$ cat config.mk
export PLATFORM = sky130hd
export DESIGN_NAME = vo_frame_scheduler
export DESIGN_NICKNAME = d
export VERILOG_FILES = /design/src/rtl/vo_pkg.sv /design/src/rtl/vo_raster_counter.sv /design/src/rtl/vo_frame_scheduler.sv
export SDC_FILE = /design/constraint.sdc
export NUM_CORES = 1
export LEC_CHECK = 0
export ABC_AREA = 1
export CAP_MARGIN = 20
export CORE_MARGIN = 8
export CORE_UTILIZATION = 40
export CTS_BUF_LIST = sky130_fd_sc_hd__clkbuf_4 sky130_fd_sc_hd__clkbuf_8 sky130_fd_sc_hd__clkbuf_16
export DETAILED_ROUTE_END_ITERATION = 12
export GPL_TIMING_DRIVEN = 0
export PLACE_DENSITY = 0.66
export SYNTH_ARGS = -nofsm -noshare
export SYNTH_HDL_FRONTEND = slang
export SYNTH_SLANG_ARGS = --single-unit
$ cat constraint.sdc
create_clock -name i_clk -period 5.6 [get_ports i_clk]
set_input_delay 0.84 -clock i_clk [delete_from_list [all_inputs] [get_ports i_clk]]
set_output_delay 0.84 -clock i_clk [all_outputs]
set_load 0.05 [all_outputs]
$ cat src/rtl/vo_pkg.sv
// Shared types and widths for the visual-odometry front-end sequencer.
package vo_pkg;

  localparam int unsigned PIX_W   = 8;
  localparam int unsigned DEPTH_W = 10;
  localparam int unsigned COOR_W  = 10;

  typedef enum logic [1:0] {
    IDLE,
    WAIT_SOF,
    STREAM
  } sched_state_e;

  // Truncate a frame dimension to the coordinate width, minus one (last index).
  function automatic logic [COOR_W-1:0] last_index(input int unsigned dim);
    return COOR_W'(dim - 1);
  endfunction

endpackage

$ cat src/rtl/vo_raster_counter.sv
// Raster x/y counter: holds the coordinate of the next pixel to be accepted.
module vo_raster_counter
  import vo_pkg::*;
#(
  parameter int unsigned WIDTH  = 640,
  parameter int unsigned HEIGHT = 480
) (
  input  logic              clk,
  input  logic              rst_n,
  input  logic              inc,
  input  logic              clr,
  output logic [COOR_W-1:0] x,
  output logic [COOR_W-1:0] y,
  output logic              last
);

  localparam logic [COOR_W-1:0] XLast = last_index(WIDTH);
  localparam logic [COOR_W-1:0] YLast = last_index(HEIGHT);

  logic [COOR_W-1:0] x_q, x_d;
  logic [COOR_W-1:0] y_q, y_d;

  // Next coordinate: advance along the line, wrap to the next line, wrap the frame.
  always_comb begin
    x_d = x_q;
    y_d = y_q;
    if (clr) begin
      x_d = '0;
      y_d = '0;
    end else if (inc) begin
      if (x_q == XLast) begin
        x_d = '0;
        y_d = (y_q == YLast) ? '0 : y_q + 1'b1;
      end else begin
        x_d = x_q + 1'b1;
      end
    end
  end

  // Coordinate registers.
  always_ff @(posedge clk or negedge rst_n) begin
    if (!rst_n) begin
      x_q <= '0;
      y_q <= '0;
    end else begin
      x_q <= x_d;
      y_q <= y_d;
    end
  end

  assign x    = x_q;
  assign y    = y_q;
  assign last = (x_q == XLast) && (y_q == YLast);

endmodule

$ cat src/rtl/vo_frame_scheduler.sv
// Frame launcher: gates the camera stream into whole frames, tags raster position,
// and throttles on FAST readiness and on frames still in flight through MATCH.
module vo_frame_scheduler
  import vo_pkg::*;
#(
  parameter int unsigned WIDTH        = 640,
  parameter int unsigned HEIGHT       = 480,
  parameter int unsigned MAX_INFLIGHT = 2
) (
  input  logic               i_clk,
  input  logic               i_rst_n,
  input  logic               i_enable,
  input  logic               s_valid,
  output logic               s_ready,
  input  logic               s_sof,
  input  logic [PIX_W-1:0]   s_pixel,
  input  logic [DEPTH_W-1:0] s_depth,
  input  logic               i_chip_ready,
  input  logic               i_match_frame_end,
  output logic               o_valid,
  output logic               o_frame_start,
  output logic [PIX_W-1:0]   o_pixel,
  output logic [DEPTH_W-1:0] o_depth,
  output logic [COOR_W-1:0]  o_x,
  output logic [COOR_W-1:0]  o_y,
  output logic [1:0]         o_inflight,
  output logic [15:0]        o_frame_cnt,
  output logic               o_err_sof,
  output logic               o_busy
);

  sched_state_e state_q, state_d;

  logic [1:0]         inflight_q, inflight_d;
  logic [15:0]        frame_cnt_q;
  logic               err_q;
  logic               valid_q, frame_start_q;
  logic [PIX_W-1:0]   pixel_q;
  logic [DEPTH_W-1:0] depth_q;
  logic [COOR_W-1:0]  x_out_q, y_out_q;

  logic              ready;
  logic              launch, fwd, sof_err, cnt_clr;
  logic              fe_dec, fe_err;
  logic [COOR_W-1:0] cur_x, cur_y;
  logic              cur_last;
  logic              room;

  assign room = 32'(inflight_q) < MAX_INFLIGHT;

  // Source handshake depends only on state, inflight and FAST readiness.
  always_comb begin
    ready = 1'b0;
    unique case (state_q)
      WAIT_SOF: ready = i_chip_ready & room;
      STREAM:   ready = i_chip_ready;
      default:  ready = 1'b0;
    endcase
  end

  assign s_ready = ready;

  // Next state and per-transfer decisions.
  always_comb begin
    state_d = state_q;
    launch  = 1'b0;
    fwd     = 1'b0;
    sof_err = 1'b0;
    cnt_clr = 1'b0;
    unique case (state_q)
      IDLE: begin
        cnt_clr = 1'b1;
        if (i_enable) state_d = WAIT_SOF;
      end
      WAIT_SOF: begin
        if (s_valid && ready) begin
          if (s_sof) begin
            launch = 1'b1;
            fwd    = 1'b1;
            // A one-pixel frame is complete on its launch transfer.
            if (cur_last) state_d = i_enable ? WAIT_SOF : IDLE;
            else          state_d = STREAM;
          end else begin
            sof_err = 1'b1;
          end
        end
      end
      STREAM: begin
        if (s_valid && ready) begin
          fwd     = 1'b1;
          sof_err = s_sof;
          if (cur_last) state_d = i_enable ? WAIT_SOF : IDLE;
        end
      end
      default: state_d = IDLE;
    endcase
  end

  // Frame-end pulses with nothing in flight are protocol errors and are not counted.
  always_comb begin
    fe_dec     = i_match_frame_end && (inflight_q != 2'd0);
    fe_err     = i_match_frame_end && (inflight_q == 2'd0);
    inflight_d = inflight_q + 2'(launch) - 2'(fe_dec);
  end

  vo_raster_counter #(
    .WIDTH  (WIDTH),
    .HEIGHT (HEIGHT)
  ) u_raster (
    .clk   (i_clk),
    .rst_n (i_rst_n),
    .inc   (fwd),
    .clr   (cnt_clr),
    .x     (cur_x),
    .y     (cur_y),
    .last  (cur_last)
  );

  // State, bookkeeping and registered pixel output.
  always_ff @(posedge i_clk or negedge i_rst_n) begin
    if (!i_rst_n) begin
      state_q       <= IDLE;
      inflight_q    <= '0;
      frame_cnt_q   <= '0;
      err_q         <= 1'b0;
      valid_q       <= 1'b0;
      frame_start_q <= 1'b0;
      pixel_q       <= '0;
      depth_q       <= '0;
      x_out_q       <= '0;
      y_out_q       <= '0;
    end else begin
      state_q       <= state_d;
      inflight_q    <= inflight_d;
      frame_cnt_q   <= frame_cnt_q + 16'(launch);
      err_q         <= err_q | sof_err | fe_err;
      valid_q       <= fwd;
      frame_start_q <= launch;
      if (fwd) begin
        pixel_q <= s_pixel;
        depth_q <= s_depth;
        x_out_q <= cur_x;
        y_out_q <= cur_y;
      end
    end
  end

  assign o_valid       = valid_q;
  assign o_frame_start = frame_start_q;
  assign o_pixel       = pixel_q;
  assign o_depth       = depth_q;
  assign o_x           = x_out_q;
  assign o_y           = y_out_q;
  assign o_inflight    = inflight_q;
  assign o_frame_cnt   = frame_cnt_q;
  assign o_err_sof     = err_q;
  assign o_busy        = (state_q != IDLE) || (inflight_q != 2'd0);

endmodule

==> metrics, run 1 <==
crit path launch type primary input; CTS tree yes; mux share of post-synthesis cell area 0; Nets 590; Adder-Cell Fraction of Synth Area 0.0360; Peak supply drop 0.000224 V; Warnings, synthesis 0; Fin Setup TNS 0 ns; area share of and/or/nand/nor cells after synthesis 0.276; Die Height 114 um; fin crit share 0.605; register bit total from synthesis 81; Compound-Gate Fraction of Synth Area 0.0536; Placer Congestion 0.881; final hold violation count 0; Post-CTS Setup Bufs 0; die width 114 um; synth top area cells dfrtp_1, nand2_1, nand3_1, nor2_1, inv_1; Worst R2R Start state_q[1]; crit end category primary output; DRT Pass-1 Iters 4; residual DRC count 0; Remaining Overflow, GRT 0; Power Density 467 nW/um2; Final Setup Violations 0; Switching Fraction 0.465; crit path DAT 2.55 ns; largest net degree at the start of global routing 44; Synth Flop Type dfrtp_1; most frequent cell after synthesis nand2_1; Worst Skew 0.0120 ns; drt wl/cell 13.9 um; run status completed; TritonCTS buffer count 9; leading area contributor after synthesis dfrtp_1; insertion delay to the later sink of the worst-skew pair 0.37 ns; Clock power frac 0.176; # IOs 86; synthesized area per cell 8.37 um2; synthesized area 3820 um2; PortBufs 85; NetSw 1100 uW; RSZ-0062 raised after global routing false; post_cts resized 0; CP max FO 3; Cell Int Power 1260 uW; Req. time, crit path 4.76 ns; num rows 35; DRT Wirelength 9570 um; initial antenna violation count 0; register-to-register setup slack 2.78 ns; Leak 0.00248 uW; Via Count 3331; vias per inst 4.84; Initial Utilization 0.414; FFs w/ async S/R, synth 1.00; Slew @ Worst Pin 0.550 ns; share of the synthesized area in the top cell type 0.530; WS Path Type in2out; Detail Route Antenna Nets 0; highest clock rate 295 MHz; largest family of logic cells by synthesized area simple AND/OR/NAND/NOR gates; vias in the first global route 3408; Post-CTS Hold Buffers 0; detailed placer's ending HPWL 7150 um; post-synthesis sequential area ratio 0.530; reg-to-reg critical path endpoint o_frame_cnt[12]; H-tree Lvls 3; Starting DRT DRC Count 238; Post-DP Area 4860 um2; diode count 0; synth cell count leaders nand2_1, dfrtp_1, nor2_1; Comb power frac 0.480; Slew headroom 0.632; core area 9240 um2; syn nets 493; Max Slew Vio Count 0; Util after Layout 0.547; Post-Syn Instances 457; Die ar. 12900 um2; Clock transition at path regs 0.08 ns; Reg power frac 0.344; clock sinks 81; Max-cap violations 0; Tmin final 3.39 ns; P&R area growth vs syn 32.1%; CTS root buf clkbuf_8; global-route wire length before repair 16200 um; EDFF count, synth 0; Synth cell types 24; gr usage total 0.154; cells on worst reg2reg path 14; hold crit path type in2async; Longest Clk Path Bufs 2; design area 5050 um2; share of cells above drive strength 1 0.0644; Synth Area in XOR/XNOR 0.0435
cell type report:
class                      count  area [um2]
timing repair buffer          86         876
fill                         832        4190
multi-input combinational    319        1570
clock inverter                 6        51.3
clock buffer                  10         138
buffer                        14        71.3
inverter                      43         161
tap                          129         161
sequential                    81        2030
cells in the final DEF, fill, tap and decap left out:
cell type / count
inv_6: 1
clkbuf_8: 10
buf_16: 1
o21bai_1: 1
buf_2: 9
nand2_1: 130
nor2_1: 52
inv_2: 3
a21oi_1: 21
inv_8: 1
nand4_4: 1
dfrtp_1: 81
o21ai_0: 5
xnor2_1: 8
xor2_1: 11
o221ai_1: 1
or2_2: 1
clkinvlp_4: 3
clkinv_4: 1
o21ai_2: 1
nor3_1: 6
ha_1: 11
nand2_2: 1
buf_6: 1
clkbuf_1: 4
nand4_1: 10
inv_1: 40
clkdlybuf4s50_1: 84
nand3_1: 48
buf_4: 1
nor2_2: 1
o21ai_1: 10
power groups by stage:
stage / sequential, uW / clock (uW) / combinational [uW]
after floorplan: 1220 / 0 / 346
after global placement: 818 / 0 / 1130
after detailed placement: 824 / 0 / 1140
after CTS: 814 / 420 / 1150
after global routing: 832 / 448 / 1220
final: 811 / 415 / 1130
worst max-delay path by stage:
| stage | from | end | cells after the start | slack [ns] |
|---|---|---|---|---|
| after CTS | i_chip_ready | s_ready | 6 | 2.22 |
| after detailed placement | s_sof | o_frame_cnt[12] | 13 | 2.21 |
| after global placement | i_rst_n | o_frame_cnt[13] | 1 | 0.75 |
| after global routing | i_chip_ready | s_ready | 6 | 2.15 |
| final | i_chip_ready | s_ready | 6 | 2.21 |
| after floorplan | i_chip_ready | s_ready | 4 | 3.03 |
routing by layer:
metal | vias to the layer above | wire length, um | GRT usage
met2 | 79 | 4730 | 0.254
met3 | 11 | 506 | 0.0333
met1 | 1599 | 4180 | 0.189
li1 | 1642 | - | -
met4 | 0 | 156 | 0.0665
met5 | - | 0 | 0
metrics by stage:
stage               hold WS (ns)  worst slack [ns]  power [uW]  std cells
global route               0.478              2.15        2500        688
detailed placement         0.466              2.21        1970        672
floorplan                  0.480              3.03        1570        457
CTS                        0.467              2.22        2380        688
finish                     0.454              2.21        2360        688
global placement           0.456             0.754        1940        671
cells by family (layout without fill, tap and decap cells):
kind of cell               after synthesis  count (layout)
xor gates and xnor gates                19              19
and+or+nand+nor                        250             250
adders and majority gates               11              11
buffers and inverters                   57             159
DFF                                     81              81
AOI/OAI and AO/OA                       39              39
flip-flops by register name (all words and copies together) (netlist names), 2 cells and up:
name and count:
u_raster.x 10, u_raster.y 10, o_pixel 8, o_depth 10
o_x 10, o_frame_cnt 16, o_y 10, state_q 2
o_inflight 2
worst max-delay path, cell delays in order:
cell	delay (ns)
clkdlybuf4s50_1	0.46
nand2_1	0.04
inv_1	0.12
nand2_1	0.11
nor2_1	0.14
clkdlybuf4s50_1	0.83
Power figures use the tool's default switching activity.
==> run 2, diff against run 1 <==
--- a/config.mk
+++ b/config.mk
@@ -12,7 +12,7 @@
 export CTS_BUF_LIST = sky130_fd_sc_hd__clkbuf_4 sky130_fd_sc_hd__clkbuf_8 sky130_fd_sc_hd__clkbuf_16
 export DETAILED_ROUTE_END_ITERATION = 12
 export GPL_TIMING_DRIVEN = 0
-export PLACE_DENSITY = 0.66
+export PLACE_DENSITY = 0.68
 export SYNTH_ARGS = -nofsm -noshare
 export SYNTH_HDL_FRONTEND = slang
 export SYNTH_SLANG_ARGS = --single-unit
==> constraint.sdc (replaced) <==
create_clock -name i_clk -period 3.1 [get_ports i_clk]
set_input_delay 0.465 -clock i_clk [delete_from_list [all_inputs] [get_ports i_clk]]
set_output_delay 0.465 -clock i_clk [all_outputs]
set_load 0.05 [all_outputs]
==> metrics, run 2 (synthesized netlist as in run 1, its figures left out) <==
core area 9240 um2; Slew headroom 0.634; Slowest-stage cell, CP clkdlybuf4s50_1; largest net degree at the start of global routing 46; insertion delay to the later sink of the worst-skew pair 0.36 ns; TritonCTS buffer count 9; Placer Congestion 0.867; Final Setup Violations 0; hold_ws 0.0661 ns; Util after Layout 0.551; crit path launch type flip-flop; Post-CTS Hold Buffers 0; run status completed; die width 114 um; Clock transition at path regs 0.09 ns; Detail Route Antenna Nets 0; drt wl/cell 14.1 um; Slew @ Worst Pin 0.548 ns; share of cells above drive strength 1 0.0645; Via Count 3289; Die Height 114 um; Starting DRT DRC Count 200; wire length on met1 4180 um; Max Slew Vio Count 0; Initial Utilization 0.414; Peak supply drop 0.000470 V; slowest cell delay on critical path 0.83 ns; gr usage total 0.160; final hold violation count 0; global-route wire length before repair 16800 um; Worst Skew 0.0161 ns; Remaining Overflow, GRT 0; Die ar. 12900 um2; CTS root buf clkbuf_8; DRT Pass-1 Iters 4; highest clock rate 356 MHz; commonest non-fill, non-tap cell in the layout nand2_1; cells on worst reg2reg path 13; # IOs 86; Req. time, crit path 2.63 ns; Pwr Total 4430 uW; num rows 35; Tmin final 2.81 ns; RSZ-0062 raised after global routing false; number of flip-flops in the largest register 16; residual DRC count 0; Leak 0.00251 uW; Max Used Layer met4; hold crit path type in2async; diode count 0; DR WL met3 493 um; crit end category primary output; reg-to-reg critical path endpoint o_frame_cnt[12]; Crit path max-delay family buffers and inverters; Max-cap violations 0; post_cts resized 0; H-tree Lvls 3; DRT Wirelength 9680 um; Nets 589; Post-CTS Setup Bufs 0; met2 wire length 4860 um; WS Path Type reg2out; vias in the first global route 3475; most frequent cells in the layout nand2_1, clkdlybuf4s50_1, dfrtp_1; register-to-register setup slack 0.42 ns; CP max FO 4; CP cell instances inv_1, ha_1, nand2_1, inv_1, nand2_1, nor2_1, clkdlybuf4s50_1; vias per inst 4.79; initial antenna violation count 0; Power Density 870 nW/um2; Crit path buffers/inverters 3; detailed placer's ending HPWL 7310 um; fin crit share 0.905; PortBufs 85; P&R area growth vs syn 33.2%; Worst R2R Start state_q[1]; CTS tree yes; clock sinks 81; Longest Clk Path Bufs 2; crit path DAT 2.34 ns
run 2: routing by layer:
metal,track usage,vias up
met1,0.190,1560
met4,0.0630,0
li1,-,1647
met5,0,-
met2,0.271,72
met3,0.0412,10
run 2: how the worst max path moves through the flow:
stage,startpoint,end,slack (ns),depth (start not counted)
finish,state_q[0],s_ready,0.29,7
global route,state_q[1],s_ready,0.12,7
CTS,state_q[1],o_frame_cnt[12],0.23,14
detailed placement,i_chip_ready,o_frame_cnt[12],0.08,13
global placement,i_rst_n,o_frame_cnt[10],-1.36,1
floorplan,state_q[0],o_frame_cnt[12],0.67,14
run 2: worst reg2reg max path, stage by stage (launching register included):
cell and delay, ns:
dfrtp_1 0.42, inv_1 0.09, ha_1 0.25, inv_2 0.06
o21ai_2 0.15, nand4_4 0.28, inv_1 0.19, ha_1 0.16
ha_1 0.17, nand3_1 0.17, nor2_1 0.21, nand3_1 0.14
nor2_1 0.14, xor2_1 0.17
run 2: final cells by class:
| type | instances | area, um2 |
|---|---|---|
| Multi-Input combinational cell | 319 | 1570 |
| Buffer | 13 | 67.6 |
| Tap cell | 129 | 161 |
| Fill cell | 840 | 4150 |
| Clock inverter | 6 | 97.6 |
| Clock buffer | 10 | 138 |
| Timing Repair Buffer | 86 | 876 |
| Sequential cell | 81 | 2030 |
| Inverter | 43 | 161 |
run 2: power breakdown:
group / internal (uW) / leakage, uW / switching, uW
registers: 1300 / 0.00107 / 164
clock network: 489 / 0.000119 / 421
logic: 660 / 0.00132 / 1400
run 2: stage by stage:
stage,std cells,setup slack (ns),cell area (um2),TNS (ns)
2_1_floorplan,457,0.672,3820,0
3_3_place_gp,671,-1.36,4840,-109.81
3_5_place_dp,672,0.0846,4860,0
4_1_cts,688,0.225,5100,0
5_1_grt,687,0.119,5090,0
6_report,687,0.295,5090,0
==> run 3, diff against run 2 <==
--- a/config.mk
+++ b/config.mk
@@ -13,6 +13,7 @@
 export DETAILED_ROUTE_END_ITERATION = 12
 export GPL_TIMING_DRIVEN = 0
 export PLACE_DENSITY = 0.68
+export RECOVER_POWER = 100
 export SYNTH_ARGS = -nofsm -noshare
 export SYNTH_HDL_FRONTEND = slang
 export SYNTH_SLANG_ARGS = --single-unit
==> metrics, run 3 (synthesized netlist as in run 1, its figures left out) <==
run status complete, but fails checks; failing checks max-capacitance violations, max-slew violations; Pwr Total 4320 uW; WS Path Type reg2out; clock sinks 81; Post-CTS Hold Buffers 0; vias per inst 4.80; PortBufs 85; fillers 847; CP max FO 4; Clock transition at path regs 0.10 ns; DRT Wirelength 9700 um; Leak 0.00261 uW; CTS root buf clkbuf_8; number of flip-flops in the largest register 16; crit path launch type flip-flop; Die Height 114 um; share of cells above drive strength 1 0.0430; RSZ-0062 raised after global routing false; DRT Pass-1 Iters 4; Initial Utilization 0.414; Max-cap violations 1; CTS tree yes; Max Slew Vio Count 37; # IOs 86; Nets 589; commonest non-fill, non-tap cell in the layout nand2_1; Power Density 852 nW/um2; diode count 0; die width 114 um; Req. time, crit path 2.63 ns; residual DRC count 0; Starting DRT DRC Count 186; most frequent cells in the layout nand2_1, dfrtp_1, dlygate4sd3_1; fin crit share 0.922; initial antenna violation count 0; vias in the first global route 3475; largest net degree at the start of global routing 46; highest clock rate 350 MHz; Via Count 3298; hold crit path type reg2reg; Detail Route Antenna Nets 0; P&R area growth vs syn 32.6%; Peak supply drop 0.000450 V; H-tree Lvls 3; Worst Skew 0.0150 ns; insertion delay to the later sink of the worst-skew pair 0.36 ns; detailed placer's ending HPWL 7310 um; core area 9240 um2; Tmin final 2.86 ns; Slew @ Worst Pin 2.09 ns; Longest Clk Path Bufs 2; Placer Congestion 0.867; global-route wire length before repair 16800 um; crit path DAT 2.39 ns; Die ar. 12900 um2; crit end category primary output; gr usage total 0.160; drt wl/cell 14.1 um; Final Setup Violations 0; Post-CTS Setup Bufs 0; Util after Layout 0.549; Post-DP Area 4860 um2; design area 5070 um2; Slew headroom -0.395; num rows 35; post_cts resized 0; final hold violation count 0; Remaining Overflow, GRT 0; hold_ws 0.463 ns; TritonCTS buffer count 9
run 3: cell types whose count changed in the layout (fill, tap and decap cells not counted), moves of 2 or more:
cell | previous run | this run
clkdlybuf4s50_1 | 84 | 23
dlygate4sd3_1 | 0 | 61
clkbuf_1 | 3 | 12
o21ai_0 | 5 | 14
o21ai_1 | 10 | 1
buf_2 | 9 | 2
inv_1 | 40 | 42
inv_2 | 3 | 1
run 3: layout make-up:
cell class / instances / area, um2 / area share
Buffer: 13 / 51.3 / 0.0101
Clock buffer: 10 / 138 / 0.0271
Clock inverter: 6 / 97.6 / 0.0192
Inverter: 43 / 161 / 0.0318
Multi-Input combinational cell: 319 / 1560 / 0.308
Sequential cell: 81 / 2030 / 0.400
Tap cell: 129 / 161 / 0.0318
Timing Repair Buffer: 86 / 872 / 0.172
run 3: power breakdown:
part,switching (uW),internal (uW),total (uW)
clock,421,489,909
combinational,1390,567,1960
sequential,157,1300,1460
total,1970,2350,4320
run 3: path summary, 6_finish.rpt:
path	startpoint	end	slack [ns]	depth (start not counted)
min in group asynchronous	i_rst_n	u_raster.y[8]	0.70	1
max reg2reg	state_q[1]	o_frame_cnt[12]	0.41	13
max in group asynchronous	i_rst_n	o_y[1]	1.19	1
min	o_frame_cnt[15]	o_frame_cnt[15]	0.46	1
min reg2reg	o_frame_cnt[15]	o_frame_cnt[15]	0.46	1
max	state_q[0]	s_ready	0.24	7
run 3: critical path, cell delays in order, from the launching register on:
cell and delay (ns):
dfrtp_1 0.40, inv_1 0.08, ha_1 0.27, nand2_1 0.05, inv_1 0.12, nand2_1 0.10, nor2_1 0.12, dlygate4sd3_1 0.90
run 3: routing by layer:
| layer | GRT usage | wire [um] | vias to the layer above |
|---|---|---|---|
| met1 | 0.190 | 4210 | 1571 |
| li1 | - | - | 1653 |
| met4 | 0.0630 | 141 | 0 |
| met5 | 0 | 0 | - |
| met3 | 0.0412 | 465 | 10 |
| met2 | 0.271 | 4870 | 64 |
run 3: stage by stage:
stage	cells	worst slack [ns]	TNS, ns
after floorplan	457	0.672	0
after global placement	671	-1.36	-109.81
after detailed placement	672	0.0846	0
after CTS	688	0.225	0
after global routing	687	0.0621	0
final	687	0.242	0
